File: src/rtl/led_seq_checker_sat_counter.sv
// Up-counter that sticks at all-ones instead of wrapping.
module sat_counter #(
    parameter int W = 16
) (
    input  logic         clock,
    input  logic         i_reset,
    input  logic         i_clear,
    input  logic         i_inc,
    output logic [W-1:0] o_count
);

    // Count increments, holding once every bit is set; clear wins over inc.
    always_ff @(posedge clock or negedge i_reset) begin
        if (!i_reset) begin
            o_count <= '0;
        end else if (i_clear) begin
            o_count <= '0;
        end else if (i_inc && (o_count != '1)) begin
            o_count <= o_count + W'(1);
        end
    end

endmodule

File: config.mk
export PLATFORM = sky130hd
export DESIGN_NAME = sat_counter
export DESIGN_NICKNAME = d
export VERILOG_FILES = /design/src/rtl/led_seq_checker_sat_counter.sv
export SDC_FILE = /design/constraint.sdc
export NUM_CORES = 1
export LEC_CHECK = 0
export ABC_CLOCK_PERIOD_IN_PS = 1600
export CORE_MARGIN = 8
export CORE_UTILIZATION = 44
export CTS_CLUSTER_DIAMETER = 150
export DETAILED_ROUTE_END_ITERATION = 6
export PLACE_DENSITY = 0.73
export SLEW_MARGIN = 20
export SYNTH_ARGS = -nofsm -noshare
export SYNTH_HDL_FRONTEND = slang
export SYNTH_SLANG_ARGS = --single-unit
File: constraint.sdc
create_clock -name clock -period 1.6 [get_ports clock]
set_input_delay 0.32 -clock clock [delete_from_list [all_inputs] [get_ports clock]]
set_output_delay 0.32 -clock clock [all_outputs]
set_load 0.01 [all_outputs]
==> results.md, run 1 <==
* Number of port buffers at 19
* Critical Path Slowest Stage Cell: or4_1
* Distinct cell type count of the synthesized netlist at 28
* Reg2Reg Capture Point: o_count[7]
* Avg Cell Area, Syn at 9.61 sq um
* TritonRoute pass-1 iters at 4
* Clock network latency to the later pin of the worst-skew pair at 280 ps
* Top library cells by usage in the layout, fill and taps aside: buf_4, dfrtp_1, dlygate4sd2_1, a21oi_1, o31ai_1
* Register containing the most flip-flops in the final layout: o_count
* Chain of cells forming the critical path: ha_4, nand4_4, nor4_4, buf_4, or4_1, a21oi_1
* Number of gates on the worst path with buffers counted at 6
* Cell count after synthesis at 98
* Total routing resource utilization after global routing at 0.140
* Flops & latches, synth at 16
* Fraction of the core area covered by cells at the end of the flow at 0.806
* Clk slew on worst S/H paths at 110 ps
* Non-Filler Instances at 183
* Worst setup path start: o_count[1]
* CP endpoint kind: flip-flop
* Arr. time, crit path at 1870 ps
* Sequential cell area fraction in the yosys report at 0.425
* Drt total wl at 2.84 mm
* Chip width at 62.3 um
* Placed Instances at 172
* Post-route setup slack at -62.2 ps
* Startpoint type of the worst setup path: flip-flop
* Synthesis Warnings at 0
* Largest fanout on the critical path at 6
* Die Outline Area at 3880 sq um
* RSZ-0062 raised after global routing: true
* Area Overhead vs Synth at 69.6%
* Clock tree from TritonCTS: yes
* Static leakage at 0.748 nW
* Kind of cell adding the most delay to the critical path: simple AND/OR/NAND/NOR gates
* Largest register FFs at 16
* Antenna violations before repair at 0
* Power Density at 486 nW/um^2
* Average vias per placed instance at 5.63
* Worst reg-to-reg setup slack at -60 ps
* Wire length of the first global-routing pass at 4.66 mm
* Logic depth of the worst register-to-register path at 6
* Total nets after synthesis at 103
* Estimated wirelength of the detail-placed design at 1.96 mm
* Final hold slack at 339 ps
* Via count of the first global-routing pass at 995
* Post-layout min period at 1660 ps
* Synthesized area at 942 sq um
* Maximum clock frequency at 602 MHz
* Most frequent standard cell in the layout excluding fill and tap cells: buf_4
* Placer Congestion at 0.873
* DR iter-0 viols at 50
* Period utilization at 1.04
* Run status: complete, but fails checks
* Chip height at 62.3 um
* Bufs on Longest Clock Path at 2
* Worst-Margin Slew at 343 ps
* Max incr delay on CP at 480 ps
* Cell at the root of the clock tree: clkbuf_4
* Post-DR wirelength/cell at 15.5 um
* Clock skew at 6.99 ps
* Congestion Overflow GR at 0
* Launching point of the worst reg2reg path: o_count[1]
* Normalized max-slew margin at 0.769
* Starting density of the core at 0.475
* Maximum VDD drop at 0.654 mV
* Worst setup path category: reg -> reg
* Number of rows created at floorplan at 16
* Fin. max-slew vios at 0
* Max Cap Violations at 0
* CP endpoint: o_count[7]
* Total core area at 1980 sq um
* Type of the most critical hold path: in -> async
* Remaining design rule violation count at 0
* Post-detailed-route count of antenna-violating nets at 0
* Diodes inserted at 0
* Fin nets at 162
* Final number of hold-violating endpoints at 0
* Setup Viol. Count Final at 12
* Number of vias after detailed routing at 1030
* Final sum of negative setup slack at -410 ps
* Total clock buffers created by CTS at 3
* Hold-fix buffers, CTS at 0
* Fraction of layout instances using a drive strength above 1 at 0.423
* IO Pins at 20
* Largest net degree at the start of global routing at 21
* CP Buf/Inv Count at 1
* Largest regs: o_count (16)
* Count of clock tree sinks at 16
* Number of H-tree levels at 1
* Worst EP required at 1810 ps
* Layout filler cell count at 124
* Violated checks: setup timing
==> synth_stat cells, drive strengths merged <==
| master | count | area share |
|---|---|---|
| and3 | 2 | 0.013 |
| dfrtp | 16 | 0.42 |
| ha | 1 | 0.013 |
| clkbuf | 4 | 0.016 |
| nand3 | 3 | 0.016 |
| nand2 | 6 | 0.024 |
| or4 | 7 | 0.058 |
| and4 | 2 | 0.021 |
| a211oi | 1 | 0.013 |
| a21oi | 11 | 0.058 |
| buf | 1 | 0.012 |
| o211ai | 1 | 0.013 |
| o21ai | 4 | 0.021 |
| nand4 | 7 | 0.053 |
| nor3 | 1 | 0.0053 |
| nor2b | 4 | 0.027 |
| nand3b | 1 | 0.0080 |
| mux2 | 4 | 0.048 |
| or3 | 3 | 0.021 |
| inv | 3 | 0.012 |
| nor4 | 5 | 0.049 |
| o31ai | 7 | 0.056 |
| nor2 | 4 | 0.016 |
==> power by group <==
group          switching [mW]  internal, mW  leakage [nW]
Combinational          0.0443        0.0435         0.508
Clock                   0.138         0.138        0.0210
Sequential            0.00465         0.408         0.219
==> layer usage <==
metal / share of wire / GRT usage / vias up
li1: - / - / 498
met1: 0.46 / 0.184 / 506
met2: 0.48 / 0.234 / 24
met3: 0.049 / 0.0305 / 2
met4: 0.0046 / 0.0171 / 0
met5: 0 / 0 / -
==> logic make-up after synthesis <==
| logic type | count (synthesis) | synth area share |
|---|---|---|
| AO/OA/AOI/OAI | 24 | 0.162 |
| adder cells (fa/ha/maj) | 1 | 0.0133 |
| buffers and inverters | 8 | 0.0398 |
| flip-flops | 16 | 0.425 |
| multiplexers | 4 | 0.0478 |
| AND/OR/NAND/NOR | 45 | 0.312 |
==> worst min-delay path by stage <==
stage | from | endpoint | slack [ps] | cells after the start
floorplan | i_reset | o_count[0] | 20 | 0
global placement | o_count[8] | o_count[8] | 580 | 2
detailed placement | o_count[8] | o_count[8] | 570 | 2
CTS | i_reset | o_count[11] | 340 | 2
global route | i_reset | o_count[8] | 370 | 2
finish | i_reset | o_count[11] | 340 | 2
==> stage by stage <==
step,area (sq um),worst slack [ps],power (mW)
floorplan,960,-48.0,0.445
global placement,1420,-230,0.495
detailed placement,1420,-274,0.496
CTS,1520,-50.4,0.775
global route,1600,-134,0.800
finish,1600,-62.2,0.776
==> final cells by class <==
| cell class | instances | area (sq um) | area share |
|---|---|---|---|
| tap | 27 | 33.8 | 0.0211 |
| clock buffer | 4 | 36.3 | 0.0227 |
| sequential | 16 | 403 | 0.252 |
| inverter | 3 | 11.3 | 0.00705 |
| timing repair buffer | 59 | 505 | 0.316 |
| multi-input combinational | 74 | 608 | 0.381 |
==> repair_timing <==
item / in CTS / in global routing
buffers inserted: 6 / 1
gates resized for setup: 22 / 18
pin swaps: 4 / 10
setup endpoints to repair: 31 / 20
Note: power is estimated with default switching activity, not from simulation.
==> run 2: changes to the inputs <==
GPL_ROUTABILITY_DRIVEN = 0   (was default)
TNS_END_PERCENT = 1   (was default)
==> run 2 against run 1 <==
  * Setup slack got worse by 82 ps
  * Design area fell by 4.0%
  * Via count rose by 2.0%
  * Sequential share of layout area rose by 0.97 points
  * Largest power group unchanged
  * Flip-flop and latch count did not move
  * Clock skew fell by 3.4 ps
  * Count of clock-buffer cells in the layout did not move
  * The flow still finishes with violations (setup timing)
  * Die area did not move
  * Clock power rose by 3%
==> results.md, run 2 (same netlist as run 1, synthesis figures left out) <==
* Run status: complete, but fails checks (unchanged)
* Violated checks: setup timing (unchanged)
* Max Cap Violations at 0 (unchanged)
* Number of port buffers at 19 (unchanged)
* Remaining design rule violation count at 0 (unchanged)
* Power Density at 508 nW/um^2 (was 486 nW/um^2)
* Post-DR wirelength/cell at 16.3 um (was 15.5 um)
* Most frequent standard cell in the layout excluding fill and tap cells: buf_4 (unchanged)
* Register containing the most flip-flops in the final layout: o_count (unchanged)
* Estimated wirelength of the detail-placed design at 2.04 mm (was 1.96 mm)
* Largest fanout on the critical path at 8 (was 6)
* Number of rows created at floorplan at 16 (unchanged)
* Worst EP required at 1780 ps (was 1810 ps)
* Clk slew on worst S/H paths at 100 ps (was 110 ps)
* Largest net degree at the start of global routing at 21 (unchanged)
* Largest regs: o_count (16) (unchanged)
* Non-Filler Instances at 179 (was 183)
* Clock skew at 3.56 ps (was 6.99 ps)
* Clock tree from TritonCTS: yes (unchanged)
* Worst-Margin Slew at 334 ps (was 343 ps)
* Total routing resource utilization after global routing at 0.148 (was 0.140)
* RSZ-0062 raised after global routing: true (unchanged)
* Critical Path Slowest Stage Cell: dfrtp_1 (was or4_1)
* Diodes inserted at 0 (unchanged)
* Register area at 402 sq um (was 403 sq um)
* Starting density of the core at 0.475 (unchanged)
* Setup Viol. Count Final at 15 (was 12)
* Fraction of the core area covered by cells at the end of the flow at 0.774 (was 0.806)
* Average vias per placed instance at 5.87 (was 5.63)
* Top library cells by usage in the layout, fill and taps aside: buf_4, dfrtp_1, dlygate4sd2_1, a21oi_1, o31ai_1 (unchanged)
* Via count of the first global-routing pass at 1065 (was 995)
* Fin nets at 158 (was 162)
* Drt total wl at 2.93 mm (was 2.84 mm)
* Chip height at 62.3 um (unchanged)
* Post-layout min period at 1740 ps (was 1660 ps)
* Final number of hold-violating endpoints at 0 (unchanged)
* Congestion Overflow GR at 0 (unchanged)
* Number of H-tree levels at 1 (unchanged)
* CP endpoint kind: flip-flop (unchanged)
* Post-detailed-route count of antenna-violating nets at 0 (unchanged)
* Total core area at 1980 sq um (unchanged)
* Die Outline Area at 3880 sq um (unchanged)
* Max incr delay on CP at 440 ps (was 480 ps)
* Maximum clock frequency at 573 MHz (was 602 MHz)
* Launching point of the worst reg2reg path: o_count[0] (was o_count[1])
* Count of clock tree sinks at 16 (unchanged)
* Static leakage at 0.726 nW (was 0.748 nW)
* TritonRoute pass-1 iters at 4 (unchanged)
* Fin. max-slew vios at 0 (unchanged)
* IO Pins at 20 (unchanged)
* Clock network latency to the later pin of the worst-skew pair at 300 ps (was 280 ps)
* Antenna violations before repair at 0 (unchanged)
* Bufs on Longest Clock Path at 2 (unchanged)
* Multi-input logic area at 577 sq um (was 608 sq um)
* Post-route setup slack at -144 ps (was -62.2 ps)
* Logic depth of the worst register-to-register path at 6 (unchanged)
* Area Overhead vs Synth at 62.8% (was 69.6%)
* DR iter-0 viols at 24 (was 50)
* Final sum of negative setup slack at -1230 ps (was -410 ps)
* Placed Instances at 172 (unchanged)
* Layout filler cell count at 125 (was 124)
* Largest register FFs at 16 (unchanged)
* Maximum VDD drop at 0.496 mV (was 0.654 mV)
* Chain of cells forming the critical path: ha_4, nand4_4, nor4_4, buf_6, nor4_2, mux2_1 (was ha_4, nand4_4, nor4_4, buf_4, or4_1, a21oi_1)
* Reg2Reg Capture Point: o_count[11] (was o_count[7])
* Wire length of the first global-routing pass at 4.87 mm (was 4.66 mm)
* Arr. time, crit path at 1930 ps (was 1870 ps)
* Hold-fix buffers, CTS at 0 (unchanged)
* Startpoint type of the worst setup path: flip-flop (unchanged)
* Cell at the root of the clock tree: clkbuf_4 (unchanged)
* Normalized max-slew margin at 0.776 (was 0.769)
* Total clock buffers created by CTS at 3 (unchanged)
* Type of the most critical hold path: in -> async (unchanged)
* Fraction of layout instances using a drive strength above 1 at 0.375 (was 0.423)
* Period utilization at 1.09 (was 1.04)
* Worst setup path category: reg -> reg (unchanged)
* Chip width at 62.3 um (unchanged)
* Worst reg-to-reg setup slack at -140 ps (was -60 ps)
* Number of vias after detailed routing at 1051 (was 1030)
[run 2: cell types whose count changed in the layout (fill, tap and decap cells not counted), moves of 2 or more]
cell,change
clkdlybuf4s15_1,-2
dlygate4sd2_1,+3
buf_6,-2
buf_4,-3
[run 2: timing repair]
item	in CTS	in global routing
resized for setup	20	9
setup buffers	0	3
endpoints found under the setup margin	30	16
pin swaps	9	6
[run 2: worst max-delay path by stage]
stage	startpoint	endpoint	cells past startpoint
after CTS	o_count[0]	o_count[11]	4
after global placement	i_inc	o_count[9]	5
after detailed placement	i_inc	o_count[11]	5
final	o_count[0]	o_count[11]	6
after global routing	o_count[0]	o_count[15]	6
after floorplan	o_count[0]	o_count[14]	5
[run 2: cell type report]
type	count	share of cell area
clock buffer	4	0.0237
inverter	3	0.00734
multi-input combinational	74	0.376
sequential	16	0.262
tap	27	0.0220
timing repair buffer	55	0.309
[run 2: per-layer routing]
metal  track usage  vias up  share of wire
met4        0.0627        0          0.017
met1         0.174      534           0.44
met5             0        -              0
li1              -      491              -
met3        0.0287        7          0.037
met2         0.255       19           0.51
[run 2: through the flow]
| stage | area, sq um | power [mW] | hold WS (ps) | setup slack (ps) |
|---|---|---|---|---|
| floorplan | 955 | 0.445 | 24.4 | -60.5 |
| global placement | 1430 | 0.500 | 626 | -213 |
| detailed placement | 1430 | 0.502 | 647 | -305 |
| CTS | 1460 | 0.778 | 336 | -157 |
| global route | 1530 | 0.801 | 348 | -226 |
| finish | 1530 | 0.779 | 334 | -144 |
[run 2: where the power goes]
part | switching [mW] | total (mW) | leakage [nW] | internal, mW
Sequential | 0.00477 | 0.413 | 0.221 | 0.408
Clock | 0.144 | 0.283 | 0.0210 | 0.139
Combinational | 0.0426 | 0.0836 | 0.485 | 0.0410
[run 2: critical path, delay by kind of cell (launching register included)]
family,cells,cell delay [ps]
fa+ha+maj,1,190
flops,1,440
mux,1,310
simple gates,3,480
buf+inv,1,210
